<file path="src/rtl/lock_key_ctrl.sv">
`default_nettype none
// ============================================================================
// Module   : lock_key_ctrl
// Purpose  : Key-management controller for a 3-bit-key logic-locked netlist.
//            Accepts a candidate key over a valid/ready handshake, drives it
//            onto the netlist key pins, and sweeps all 16 {A,B,C,D} vectors,
//            comparing the netlist output against a golden truth table.
//            A passing key unlocks functional pass-through. A failing key
//            bumps a consecutive-failure counter. Reaching MAX_FAIL failures
//            locks the block out until reset.
// Revision : 1.0 - initial release
// ----------------------------------------------------------------------------
// Ports:
//   clk        in   1  system clock, rising edge
//   rst_n      in   1  asynchronous active-low reset
//   key_in     in   3  candidate key {K3,K2,K1}
//   key_valid  in   1  candidate present
//   key_ready  out  1  controller can accept a key (IDLE or UNLOCKED)
//   func_in    in   4  functional vector {A,B,C,D}
//   func_out   out  1  netlist Y when unlocked, else 0
//   lk_abcd    out  4  registered drive to netlist A,B,C,D
//   lk_key     out  3  registered drive to netlist {K3,K2,K1}
//   lk_y       in   1  netlist output Y
//   busy       out  1  check in progress
//   unlocked   out  1  key verified
//   locked_out out  1  lockout active
//   fail_cnt   out  3  consecutive failure count
// ============================================================================
module lock_key_ctrl #(
  parameter logic [15:0] GOLDEN_TT = 16'h8AFA,
  parameter int unsigned MAX_FAIL  = 3
) (
  input  logic       clk,
  input  logic       rst_n,
  input  logic [2:0] key_in,
  input  logic       key_valid,
  output logic       key_ready,
  input  logic [3:0] func_in,
  output logic       func_out,
  output logic [3:0] lk_abcd,
  output logic [2:0] lk_key,
  input  logic       lk_y,
  output logic       busy,
  output logic       unlocked,
  output logic       locked_out,
  output logic [2:0] fail_cnt
);

  localparam logic [1:0] c_ST_IDLE     = 2'd0;
  localparam logic [1:0] c_ST_CHECK    = 2'd1;
  localparam logic [1:0] c_ST_UNLOCKED = 2'd2;
  localparam logic [1:0] c_ST_LOCKOUT  = 2'd3;

  localparam logic [2:0] c_MAX_FAIL = 3'(MAX_FAIL);

  logic [1:0] r_state;
  logic [3:0] r_vec_cnt;
  logic       r_mismatch;

  logic       w_transfer;
  logic       w_cmp_bad;
  logic       w_fail_final;
  logic       w_last_vec;
  logic [2:0] w_fail_inc;

  assign key_ready  = (r_state == c_ST_IDLE) || (r_state == c_ST_UNLOCKED);
  assign busy       = (r_state == c_ST_CHECK);
  assign unlocked   = (r_state == c_ST_UNLOCKED);
  assign locked_out = (r_state == c_ST_LOCKOUT);
  assign func_out   = (r_state == c_ST_UNLOCKED) ? lk_y : 1'b0;

  assign w_transfer = key_valid && key_ready;

  // lk_abcd tracks r_vec_cnt during the sweep, so lk_y corresponds to the
  // current vector index and can be compared against the golden bit directly.
  assign w_cmp_bad    = lk_y ^ GOLDEN_TT[r_vec_cnt];
  // Final verdict must fold in the compare of the last vector itself.
  assign w_fail_final = r_mismatch | w_cmp_bad;
  assign w_last_vec   = (r_vec_cnt == 4'hF);
  assign w_fail_inc   = fail_cnt + 3'd1;

  always_ff @(posedge clk or negedge rst_n) begin
    if (!rst_n) begin
      r_state    <= c_ST_IDLE;
      r_vec_cnt  <= 4'd0;
      r_mismatch <= 1'b0;
      lk_key     <= 3'd0;
      lk_abcd    <= 4'd0;
      fail_cnt   <= 3'd0;
    end else begin
      case (r_state)
        c_ST_IDLE, c_ST_UNLOCKED: begin
          if (w_transfer) begin
            // A re-key from UNLOCKED restarts exactly like a fresh key;
            // fail_cnt is left untouched.
            lk_key     <= key_in;
            r_vec_cnt  <= 4'd0;
            lk_abcd    <= 4'd0;
            r_mismatch <= 1'b0;
            r_state    <= c_ST_CHECK;
          end else if (r_state == c_ST_UNLOCKED) begin
            lk_abcd <= func_in;
          end
        end

        c_ST_CHECK: begin
          // Fixed 16-cycle sweep, no early exit: timing reveals nothing
          // about where a wrong key first diverges.
          r_vec_cnt  <= r_vec_cnt + 4'd1;
          lk_abcd    <= r_vec_cnt + 4'd1;
          r_mismatch <= w_fail_final;
          if (w_last_vec) begin
            lk_abcd <= 4'd0;
            if (!w_fail_final) begin
              r_state  <= c_ST_UNLOCKED;
              fail_cnt <= 3'd0;
            end else begin
              lk_key <= 3'd0;
              if (w_fail_inc == c_MAX_FAIL) begin
                r_state  <= c_ST_LOCKOUT;
                fail_cnt <= c_MAX_FAIL;
              end else begin
                r_state  <= c_ST_IDLE;
                fail_cnt <= w_fail_inc;
              end
            end
          end
        end

        c_ST_LOCKOUT: begin
          lk_key  <= 3'd0;
          lk_abcd <= 4'd0;
        end

        default: begin
          r_state <= c_ST_IDLE;
          lk_key  <= 3'd0;
          lk_abcd <= 4'd0;
        end
      endcase
    end
  end

endmodule
`default_nettype wire

</file>
<file path="config.mk">
export PLATFORM = sky130hd
export DESIGN_NAME = lock_key_ctrl
export DESIGN_NICKNAME = d
export VERILOG_FILES = /design/src/rtl/lock_key_ctrl.sv
export SDC_FILE = /design/constraint.sdc
export NUM_CORES = 1
export LEC_CHECK = 0
export CORE_MARGIN = 3
export CORE_UTILIZATION = 35
export DETAILED_ROUTE_END_ITERATION = 7
export PLACE_DENSITY = 0.6
export SETUP_SLACK_MARGIN = 0.4
export SYNTH_ARGS = -nofsm -noshare
export SYNTH_HDL_FRONTEND = slang
export SYNTH_SLANG_ARGS = --single-unit
</file>
<file path="constraint.sdc">
create_clock -name clk -period 2.1 [get_ports clk]
set_input_delay 0.42 -clock clk [delete_from_list [all_inputs] [get_ports clk]]
set_output_delay 0.42 -clock clk [all_outputs]
set_load 0.05 [all_outputs]
</file>
# Word-level counts from Yosys, hierarchy flattened
# Memory sizes are Yosys's and may differ from the RTL's.
# Cells that the tools add are included.
# word_totals
mem_count	1
rom_bits	16
out_inout_bits	15
regBits	17
# mem_list
memory	words	word_bits	read_ports	rd_ports_with_merged_regs	write_ports	line	text
(no name shown)	16	1	1	0	0	76	assign w_cmp_bad = lk_y ^ GOLDEN_TT[r_vec_cnt];
# classes
mux	21
n_reduce_logical	9
magnitude_cmp	1
n_addsub	2
eq_ne	9
n_bitwise	2
# ops
op	n
4-bit two-way mux	4
3-bit two-way mux	5
4-bit case mux with 3 select lines	1
3-bit case mux with 3 select lines	1
2-bit two-way mux	4
4-bit case mux with 2 select lines	1
3-bit AND reduction	2
4-bit by 5-bit < comparator with 1-bit output (second input constant)	1
4-bit by 1-bit adder with 4-bit output (second input constant)	1
2-bit == test (second input constant)	2
4-bit == test (second input constant)	1
2-bit by 1-bit inequality test with 1-bit output (second input constant)	2
2-bit case mux with 2 select lines	1
2-bit AND reduction	2
3-bit by 1-bit adder with 3-bit output (second input constant)	1
3-bit by 2-bit == test with 1-bit output (second input constant)	1
1-bit two-way mux	3
3-bit inequality test (second input constant)	1
2-bit by 1-bit == test with 1-bit output (second input constant)	1
2-bit zero test	1
2-bit inequality test (second input constant)	1
1-bit case mux with 2 select lines	1
2-bit nonzero test	1
2-bit OR reduction	1
other kinds (4)	4

# Depth between registers and ports, before layout
# Gate-level depths: netlist of run 1.
# depth
word_depth	7
ltp_mapped	6
ltp_nobuf	5

# Least setup slack after synthesis of run 1
# Ideal clock, no wire load.
# synth_timing
path_type	reg-to-output
start	register r_state[0]
end	output port func_out
setup_slack_ps	-9
stages_incl_launch_ff	3
arrival_ps	1689
cell_sequence	dfrtp_1 -> nor2b_1 -> and2_1
# synth_between
elab_chain_cells	2
# synth_rtl
item	line	text
start, declared	56	logic [1:0] r_state;
start signal, assigned	84	r_state <= c_ST_IDLE;
start signal, assigned	100	r_state <= c_ST_CHECK;
start signal, assigned	115	r_state <= c_ST_UNLOCKED;
2-bit == test	-	
net unlocked	44	output logic unlocked,
1-bit two-way mux	70	assign func_out = (r_state == c_ST_UNLOCKED) ? lk_y : 1'b0;
end, declared	39	output logic func_out,
# The timed path passes the listed nets, and every way through them passes these cells.

# Worst setup path after layout of run 1
# layout_timing
start	input port lk_y
end	output port func_out
# layout_between
elab_chain_cells	1
# layout_rtl
item	line	text
start, declared	42	input logic lk_y,
1-bit two-way mux	70	
# No other way between the ends.

==> impl_table.tex, run 1 <==
\begin{tabular}{lr}
\hline
Metric & Value \\
\hline
\multicolumn{2}{l}{\textbf{Status}} \\
Status & complete, no violations \\
\multicolumn{2}{l}{\textbf{STA}} \\
Actual transition at the worst max-transition pin & 0.4991 ns \\
Portion of the clock cycle consumed by the worst path in the final layout & 80.01\% \\
Total of endpoints with negative setup slack in the final report & 0 \\
Final worst path period need & 1.680 ns \\
Tightest slew margin relative to the limit & 66.86\% \\
Setup repair after global routing missed its margin & yes \\
Max Fclk & 0.5952 GHz \\
Aggregate negative setup slack & 0 ns \\
Fin. max-slew vios & 0 \\
Hold Vio Cnt, Final & 0 \\
Smallest hold slack & 0.4388 ns \\
Final setup skew & 0.003474 ns \\
\multicolumn{2}{l}{\textbf{Synthesis}} \\
Sequential element share of the synthesized area & 43.65\% \\
Count of state elements after synthesis & 17 \\
Post-synthesis average cell area & 9.463 µm² \\
Async S/R FF share, synth & 100.0\% \\
Net Count, Synth & 117 \\
Synth Area in XOR/XNOR & 4.493\% \\
Share of synthesized cell area in full adder, half adder and majority cells & 3.851\% \\
Most used flip-flop cell after synthesis & sky130\_fd\_sc\_hd\_\_dfrtp\_1 \\
Basic-gate share of the synthesized area counting and, or, nand and nor cells & 20.80\% \\
Cell variety after synth & 32 \\
Mux cell area share after synthesis & 5.135\% \\
Main combinational cell family by area after synthesis & simple AND/OR/NAND/NOR gates \\
Syn Inst Count & 103 \\
Post-synthesis compound-gate area fraction & 17.20\% \\
Count of flip-flops with a built-in enable after synthesis & 0 \\
Syn. warnings & 0 \\
Syn Std Cell Area & 974.7 µm² \\
\multicolumn{2}{l}{\textbf{Power and ir drop}} \\
Part of the power in combinational logic & 64.3\% \\
Part of the power in registers & 27.8\% \\
Switching Fraction & 50.36\% \\
Psw & 1.167 mW \\
Power density over the cells & 1718 nW/µm² \\
Peak VDD IR & 885.0 µV \\
Clock share of power & 7.8\% \\
Total leakage power & 0.6057 nW \\
Design Power & 2.317 mW \\
Internal power consumption & 1.150 mW \\
\multicolumn{2}{l}{\textbf{Cells and area}} \\
Number of antenna cells inserted & 0 \\
Fillers & 254 \\
Leading cell type in the layout, fill and taps excluded & sky130\_fd\_sc\_hd\_\_dfrtp\_1 \\
Area taken by multi-input logic gates & 521.8 µm² \\
Utilization of the core after routing & 52.53\% \\
FF/Latch Area & 426.7 µm² \\
Finished Layout Cells & 163 \\
Final nets & 148 \\
Commonest non-fill, non-tap cells in the layout & 16 x sky130\_fd\_sc\_hd\_\_dfrtp\_1, 13 x sky130\_fd\_sc\_hd\_\_nand2\_1, 10 x sky130\_fd\_sc\_hd\_\_clkdlybuf4s50\_1 \\
Post-synthesis to final-layout area growth & 38.38\% \\
Fraction of final layout cells with drive strength greater than 1 & 18.80\% \\
\multicolumn{2}{l}{\textbf{Route}} \\
Number of vias per cell after detailed routing & 5.209 \\
Routed len/inst & 14.07 µm \\
Number of detailed-routing iterations run before antenna repair & 4 \\
Iteration-0 DRC Markers & 12 \\
Detailed-route DRC error count & 0 \\
Number of antenna-violating nets in the routed design & 0 \\
Vias after detailed routing & 849 \\
Aggregate routed wire length & 2294 µm \\
\multicolumn{2}{l}{\textbf{Critical path}} \\
Critical-path top delay cell & sky130\_fd\_sc\_hd\_\_clkdlybuf4s50\_1 \\
Worst path cell trace & clkdlybuf4s50\_1 -> and2\_4 -> buf\_12 \\
Largest incremental delay on the critical path & 0.53 ns \\
Critical path endpoint category & primary output \\
Launching point of the worst reg2reg path & r\_vec\_cnt[1] \\
CP Launch Type & input port \\
Endpoint required time on the critical path & 1.68 ns \\
R2R setup slack & 0.51 ns \\
Startpoint of the most critical setup path & lk\_y \\
Type of the setup path with the least slack & in2out \\
Peak fanout along the critical path & 4 \\
Critical path data arrival time & 1.26 ns \\
\multicolumn{2}{l}{\textbf{Place}} \\
Number of buffers added on ports & 25 \\
HPWL after detailed placement & 1730 µm \\
Cell count after placement & 158 \\
Final GP Congestion & 0.7760 \\
\multicolumn{2}{l}{\textbf{CTS}} \\
Clk sinks & 17 \\
Htree depth & 1 \\
Number of buffers created by CTS & 3 \\
Largest buffer count on any clock path & 2 \\
Latest clock arrival within the worst-skew pair & 0.29 ns \\
Hold-fix buffers at CTS & 0 \\
Clock transition at the registers of the reported paths & 0.10 ns \\
Cell at the root of the clock tree & sky130\_fd\_sc\_hd\_\_clkbuf\_4 \\
TritonCTS clock tree & yes \\
\multicolumn{2}{l}{\textbf{Global routing}} \\
Global route total overflow & 0 \\
Number of antenna violations at the first check in global routing & 0 \\
Largest net degree at the start of global routing & 18 \\
Overall routing resource usage & 14.92\% \\
Via count of the first global-routing pass & 840 \\
Global-route wire length before repair & 3891 µm \\
\multicolumn{2}{l}{\textbf{Flow run}} \\
Max-Cap Viols & 0 \\
\multicolumn{2}{l}{\textbf{Floorplan}} \\
Floorplan die area & 3454 µm² \\
I/O pin count & 26 \\
Area of the placeable core & 2567 µm² \\
Starting utilization of the core area & 37.96\% \\
Width of the die & 58.77 µm \\
Height of the chip & 58.77 µm \\
FP Rows & 18 \\
\multicolumn{2}{l}{\textbf{Worst hold path}} \\
Kind of path behind the tightest hold check & in2async \\
\hline
\end{tabular}
[layer usage]
layer	vias to the layer above	global-route usage, %	share of wire, %
met4	0	4.854	1.3
met1	414	19.32	47
met2	12	24.45	48
met3	5	3.509	3.8
li1	418	-	-
met5	-	0	0
[synth_stat cells (all sizes together) (2+ instances only)]
cell / instances / share of area [%]
o22ai: 8 / 5.1
xnor2: 3 / 2.7
nor2: 4 / 1.5
nand2b: 4 / 2.6
and2: 2 / 1.3
o31a: 2 / 1.8
and3: 3 / 2.4
mux2i: 5 / 5.1
nand2: 13 / 5.0
buf: 4 / 2.6
nand3: 3 / 1.5
o21ai: 8 / 4.1
a31oi: 2 / 1.3
nor2b: 4 / 2.6
dfrtp: 17 / 44
xor2: 2 / 1.8
or3: 2 / 1.8
inv: 5 / 1.9
a21oi: 2 / 1.0
ha: 3 / 3.9
[final cells by class]
class                   instances  share of cell area (%)
clock buffers                   4                   1.948
well taps                      30                   2.783
inverters                       6                   1.763
flip-flops and latches         17                   31.63
repair buffers                 30                   23.19
multi-input cells              76                   38.68
[power by group through the flow]
stage	Combinational [mW]	Clock, mW	Sequential [mW]
after floorplan	0.764	0	0.922
final	1.49	0.182	0.645
after CTS	1.47	0.183	0.644
after detailed placement	1.52	0	0.647
after global routing	1.62	0.205	0.671
after global placement	1.51	0	0.639
[repair_timing]
item | CTS | global route
endpoints found under the setup margin | 12 | 11
resized for setup | 14 | 9
setup buffers | 0 | 1
[sequential cells by signal, indices dropped and copies added, names as in the netlist]
register / count
r_state: 2
r_vec_cnt: 4
r_mismatch: 1
lk_key: 3
lk_abcd: 4
fail_cnt: 3
[critical path, delay by kind of cell]
kind,cells,cell delay (ns)
buffers and inverters,2,0.66
and+or+nand+nor,1,0.18
[logic make-up after synthesis]
kind of cell	count (synthesis)
AND/OR/NAND/NOR	38
AO/OA/AOI/OAI	25
flip-flops	17
buffers and inverters	10
XOR/XNOR	5
multiplexers	5
adder cells (fa/ha/maj)	3
[final timing paths]
path | depth (start not counted) | end
max in group asynchronous | 2 | r_state[0]
max reg2reg | 5 | fail_cnt[1]
min reg2reg | 1 | lk_abcd[0]
max | 3 | func_out
min in group clk | 1 | lk_abcd[0]
min | 2 | r_vec_cnt[3]
[per-stage QoR]
stage	setup slack (ns)	cell area (µm²)
after floorplan	0.5068	983.4
after global placement	0.3661	1314
after detailed placement	0.3413	1314
after CTS	0.4062	1333
after global routing	0.3872	1349
final	0.4199	1349
(Power assumes the default switching activity.)
==> run 2, diff against run 1 <==
clock period = 1.6 ns   (was 2.1 ns; I/O delays follow)
==> impl_table.tex, run 2 (synthesis results as in run 1) <==
\begin{tabular}{lr}
\hline
Metric & Value \\
\hline
\multicolumn{2}{l}{\textbf{Global routing}} \\
Met1 Usage GRT & 21.85\% \\
Grt met3 use & 3.509\% \\
GRT met2 Usage & 26.66\% \\
Largest net degree at the start of global routing & 18 \\
Via count of the first global-routing pass & 909 \\
Overall routing resource usage & 16.60\% \\
Number of antenna violations at the first check in global routing & 0 \\
Most Crowded Layer GR & met2 \\
Global route total overflow & 0 \\
Global-route wire length before repair & 4298 µm \\
\multicolumn{2}{l}{\textbf{Floorplan}} \\
Floorplan die area & 3454 µm² \\
Height of the chip & 58.77 µm \\
Width of the die & 58.77 µm \\
Area of the placeable core & 2567 µm² \\
Starting utilization of the core area & 37.96\% \\
FP Rows & 18 \\
I/O pin count & 26 \\
\multicolumn{2}{l}{\textbf{Critical path}} \\
Critical-path top delay cell & sky130\_fd\_sc\_hd\_\_dfrtp\_1 \\
R2R setup slack & 0.04 ns \\
Crit path capture & fail\_cnt[1] \\
Levels on crit path & 5 \\
Critical path endpoint category & flip-flop \\
Type of the setup path with the least slack & reg2reg \\
Worst path cell trace & ha\_4 -> and3b\_1 -> or3\_4 -> and3\_4 -> o31ai\_4 \\
Endpoint of the most critical register-to-register path & fail\_cnt[1] \\
Critical path data arrival time & 1.77 ns \\
Buffers and inverters on the worst path & 0 \\
Top delay family on crit path & simple AND/OR/NAND/NOR gates \\
CP Launch Type & flip-flop \\
Endpoint required time on the critical path & 1.81 ns \\
Peak fanout along the critical path & 4 \\
Launching point of the worst reg2reg path & r\_vec\_cnt[1] \\
FF-to-FF path depth & 5 \\
Startpoint of the most critical setup path & r\_vec\_cnt[1] \\
Largest incremental delay on the critical path & 0.43 ns \\
\multicolumn{2}{l}{\textbf{STA}} \\
Hold Vio Cnt, Final & 0 \\
Max Fclk & 0.6424 GHz \\
Final worst path period need & 1.557 ns \\
Fin. max-slew vios & 0 \\
Smallest hold slack & 0.3370 ns \\
Setup repair after global routing missed its margin & yes \\
Final setup skew & 0.002711 ns \\
Portion of the clock cycle consumed by the worst path in the final layout & 97.29\% \\
Post-route setup slack & 0.04338 ns \\
Total of endpoints with negative setup slack in the final report & 0 \\
Actual transition at the worst max-transition pin & 0.2693 ns \\
Aggregate negative setup slack & 0 ns \\
Tightest slew margin relative to the limit & 82.05\% \\
\multicolumn{2}{l}{\textbf{Cells and area}} \\
Commonest non-fill, non-tap cells in the layout & 17 x sky130\_fd\_sc\_hd\_\_buf\_4, 15 x sky130\_fd\_sc\_hd\_\_dfrtp\_1, 12 x sky130\_fd\_sc\_hd\_\_nand2\_1 \\
Fraction of final layout cells with drive strength greater than 1 & 41.45\% \\
Number of antenna cells inserted & 0 \\
Final nets & 167 \\
Post-synthesis to final-layout area growth & 73.43\% \\
Leading cell type in the layout, fill and taps excluded & sky130\_fd\_sc\_hd\_\_buf\_4 \\
Finished Layout Cells & 182 \\
Regs by FF count & lk\_abcd: 4 flops, r\_vec\_cnt: 4 flops \\
\multicolumn{2}{l}{\textbf{Route}} \\
Number of vias per cell after detailed routing & 5.209 \\
Iteration-0 DRC Markers & 21 \\
Routed len/inst & 15.09 µm \\
Aggregate routed wire length & 2746 µm \\
Number of detailed-routing iterations run before antenna repair & 4 \\
Vias after detailed routing & 948 \\
Number of antenna-violating nets in the routed design & 0 \\
Detailed-route DRC error count & 0 \\
\multicolumn{2}{l}{\textbf{CTS}} \\
Htree depth & 1 \\
Number of buffers created by CTS & 3 \\
Clock transition at the registers of the reported paths & 0.11 ns \\
Largest buffer count on any clock path & 2 \\
Cell at the root of the clock tree & sky130\_fd\_sc\_hd\_\_clkbuf\_4 \\
TritonCTS clock tree & yes \\
Latest clock arrival within the worst-skew pair & 0.29 ns \\
Clk sinks & 17 \\
Hold-fix buffers at CTS & 0 \\
\multicolumn{2}{l}{\textbf{Place}} \\
HPWL after detailed placement & 1718 µm \\
Worst slack, placed & -0.06978 ns \\
Number of buffers added on ports & 25 \\
Final GP Congestion & 0.8308 \\
Cell count after placement & 162 \\
\multicolumn{2}{l}{\textbf{Power and ir drop}} \\
Design Power & 3.942 mW \\
Peak VDD IR & 1400 µV \\
Total leakage power & 0.7413 nW \\
Power density over the cells & 2332 nW/µm² \\
\multicolumn{2}{l}{\textbf{Flow run}} \\
Max-Cap Viols & 0 \\
\multicolumn{2}{l}{\textbf{Worst hold path}} \\
Kind of path behind the tightest hold check & in2async \\
\multicolumn{2}{l}{\textbf{Status}} \\
Status & complete, no violations \\
\hline
\end{tabular}
## run 2: cell types whose count changed in the layout (fill, tap and decap cells not counted), sizes merged
| cell | before | now |
|---|---|---|
| clkinv | 1 | 0 |
| buf | 10 | 38 |
| clkinvlp | 0 | 1 |
| clkbuf | 5 | 4 |
| clkdlybuf4s15 | 3 | 0 |
| dlygate4sd2 | 6 | 0 |
| or2 | 1 | 2 |
## run 2: how the worst min path moves through the flow
stage	start	endpoint	slack, ns	cells past startpoint
floorplan	rst_n	fail_cnt[0]	0.02	0
global placement	lk_abcd[3]	lk_abcd[3]	0.49	1
detailed placement	lk_abcd[3]	lk_abcd[3]	0.50	1
CTS	rst_n	lk_key[2]	0.35	2
global route	rst_n	r_vec_cnt[3]	0.33	2
finish	rst_n	lk_key[2]	0.34	2
## run 2: power by group
group          internal (mW)  leakage [nW]  switching, mW
Sequential             0.644         0.202          0.263
Clock                 0.0969        0.0150          0.149
Combinational           1.40         0.524           1.39
Total                   2.14         0.741           1.81
## run 2: through the flow
step                area (µm²)  util [%]
floorplan                 1010         -
global placement          1413     55.02
detailed placement        1413     55.02
CTS                       1595     62.13
global route              1690     65.84
finish                    1690     65.84
## run 2: final cells by class
class,instances,area (µm²)
inverters,6,33.78
repair buffers,48,555.5
clock buffers,4,26.28
well taps,30,37.54
flip-flops and latches,17,427.9
fillers,198,877.1
multi-input cells,77,609.3
## run 2: what timing repair did
action                                  in CTS  in global routing
setup buffers                               10                  5
gates resized for setup                     18                 14
endpoints found under the setup margin      27                 30
cloned                                       1                  0
pin swaps                                    9                  2
## run 2: layer usage
layer  vias up  routed length, µm
met3         6                103
met1       452               1235
met5         -                  0
li1        464                  -
met4         0                 34
met2        26               1372
==> run 3, diff against run 2 <==
clock period = 1.7 ns   (was 1.6 ns; I/O delays follow)
==> impl_table.tex, run 3 (synthesis results as in run 1) <==
\begin{tabular}{lr}
\hline
Metric & Value \\
\hline
\multicolumn{2}{l}{\textbf{Power and ir drop}} \\
Psw & 1.599 mW \\
Part of the power in registers & 24.3\% \\
Internal power consumption & 1.711 mW \\
Clock share of power & 7.0\% \\
Part of the power in combinational logic & 68.7\% \\
Peak VDD IR & 1270 µV \\
Total leakage power & 0.6816 nW \\
Switching Fraction & 48.32\% \\
Power density over the cells & 2153 nW/µm² \\
Design Power & 3.310 mW \\
\multicolumn{2}{l}{\textbf{Critical path}} \\
Type of the setup path with the least slack & reg2reg \\
Worst path cell trace & ha\_4 -> and3b\_1 -> or3\_4 -> and3\_4 -> o31ai\_4 \\
Critical path endpoint category & flip-flop \\
Critical-path top delay cell & sky130\_fd\_sc\_hd\_\_dfrtp\_1 \\
Endpoint required time on the critical path & 1.92 ns \\
CP Launch Type & flip-flop \\
Buffers and inverters on the worst path & 0 \\
Peak fanout along the critical path & 4 \\
Critical path data arrival time & 1.79 ns \\
Largest incremental delay on the critical path & 0.43 ns \\
Top delay family on crit path & simple AND/OR/NAND/NOR gates \\
\multicolumn{2}{l}{\textbf{Global routing}} \\
Number of antenna violations at the first check in global routing & 0 \\
Global-route wire length before repair & 3767 µm \\
Largest net degree at the start of global routing & 18 \\
Overall routing resource usage & 14.30\% \\
Global route total overflow & 0 \\
Via count of the first global-routing pass & 826 \\
\multicolumn{2}{l}{\textbf{Place}} \\
Number of buffers added on ports & 25 \\
HPWL after detailed placement & 1561 µm \\
Worst slack, placed & 0.01219 ns \\
Final GP Congestion & 0.8159 \\
\multicolumn{2}{l}{\textbf{Worst hold path}} \\
Kind of path behind the tightest hold check & in2async \\
\multicolumn{2}{l}{\textbf{Floorplan}} \\
Width of the die & 58.77 µm \\
Floorplan die area & 3454 µm² \\
FP Rows & 18 \\
Area of the placeable core & 2567 µm² \\
Starting utilization of the core area & 37.96\% \\
I/O pin count & 26 \\
Height of the chip & 58.77 µm \\
\multicolumn{2}{l}{\textbf{STA}} \\
Final setup skew & 0.001311 ns \\
Setup repair after global routing missed its margin & yes \\
Tightest slew margin relative to the limit & 81.02\% \\
Portion of the clock cycle consumed by the worst path in the final layout & 92.45\% \\
Post-route setup slack & 0.1284 ns \\
Actual transition at the worst max-transition pin & 0.2846 ns \\
Total of endpoints with negative setup slack in the final report & 0 \\
Hold Vio Cnt, Final & 0 \\
Aggregate negative setup slack & 0 ns \\
Final worst path period need & 1.572 ns \\
Max Fclk & 0.6363 GHz \\
Fin. max-slew vios & 0 \\
Smallest hold slack & 0.3603 ns \\
\multicolumn{2}{l}{\textbf{CTS}} \\
Hold-fix buffers at CTS & 0 \\
Htree depth & 1 \\
Clk sinks & 17 \\
Cell at the root of the clock tree & sky130\_fd\_sc\_hd\_\_clkbuf\_4 \\
TritonCTS clock tree & yes \\
Number of buffers created by CTS & 3 \\
Latest clock arrival within the worst-skew pair & 0.30 ns \\
Largest buffer count on any clock path & 2 \\
Clock transition at the registers of the reported paths & 0.11 ns \\
\multicolumn{2}{l}{\textbf{Cells and area}} \\
Post-synthesis to final-layout area growth & 57.77\% \\
Commonest non-fill, non-tap cells in the layout & 22 x sky130\_fd\_sc\_hd\_\_buf\_4, 16 x sky130\_fd\_sc\_hd\_\_dfrtp\_1, 12 x sky130\_fd\_sc\_hd\_\_nand2\_1 \\
Leading cell type in the layout, fill and taps excluded & sky130\_fd\_sc\_hd\_\_buf\_4 \\
Fillers & 224 \\
Regs by FF count & lk\_abcd: 4 flops, r\_vec\_cnt: 4 flops \\
Final nets & 161 \\
Number of antenna cells inserted & 0 \\
Fraction of final layout cells with drive strength greater than 1 & 40.41\% \\
\multicolumn{2}{l}{\textbf{Route}} \\
Vias after detailed routing & 913 \\
Number of antenna-violating nets in the routed design & 0 \\
Aggregate routed wire length & 2523 µm \\
Number of detailed-routing iterations run before antenna repair & 4 \\
Iteration-0 DRC Markers & 20 \\
Routed len/inst & 14.34 µm \\
Detailed-route DRC error count & 0 \\
Number of vias per cell after detailed routing & 5.188 \\
\multicolumn{2}{l}{\textbf{Flow run}} \\
Max-Cap Viols & 0 \\
\multicolumn{2}{l}{\textbf{Status}} \\
Status & complete, no violations \\
\hline
\end{tabular}
run 3: power by group through the flow:
stage	sequential, mW	combinational (mW)	clock [mW]
finish	0.805	2.27	0.231
global route	0.828	2.43	0.248
CTS	0.792	2.16	0.235
detailed placement	0.802	1.89	0
global placement	0.794	1.88	0
floorplan	1.15	0.986	0
run 3: repair_timing:
item | in CTS | in global routing
pin swaps | 6 | 6
gates resized for setup | 17 | 16
setup buffers | 8 | 3
setup endpoints to repair | 17 | 21
gates cloned | 0 | 1
run 3: cell type report:
class,count,area [µm²],share of cell area [%]
Timing Repair Buffer,42,415.4,27.01
Multi-Input combinational cell,77,603.1,39.22
Clock buffer,4,26.28,1.709
Tap cell,30,37.54,2.441
Sequential cell,17,426.7,27.75
Inverter,6,28.78,1.871
run 3: worst paths after layout:
check | from | end | slack, ns | cells past startpoint
max in group asynchronous | rst_n | r_state[0] | 1.13 | 2
worst max register to register | r_vec_cnt[0] | fail_cnt[1] | 0.13 | 5
worst min-delay path | rst_n | lk_key[0] | 0.36 | 2
min in group clk | lk_abcd[0] | lk_abcd[0] | 0.52 | 1
worst min register to register | lk_abcd[0] | lk_abcd[0] | 0.52 | 1
worst max-delay path | r_vec_cnt[0] | fail_cnt[1] | 0.13 | 5
run 3: routing by layer:
| metal | vias to the layer above | wire length, µm | global-route usage (%) | share of wire, % |
|---|---|---|---|---|
| met4 | 0 | 34 | 3.883 | 1.3 |
| met2 | 26 | 1175 | 22.87 | 47 |
| met3 | 5 | 142 | 4.167 | 5.6 |
| li1 | 446 | - | - | - |
| met5 | - | 0 | 0 | 0 |
| met1 | 436 | 1171 | 18.80 | 46 |
run 3: stage by stage:
| stage | std cells | util, % | cell area (µm²) |
|---|---|---|---|
| 2_1_floorplan | 103 | - | 1001 |
| 3_3_place_gp | 160 | 51.41 | 1320 |
| 3_5_place_dp | 160 | 51.41 | 1320 |
| 4_1_cts | 172 | 57.16 | 1468 |
| 5_1_grt | 176 | 59.89 | 1538 |
| 6_report | 176 | 59.89 | 1538 |
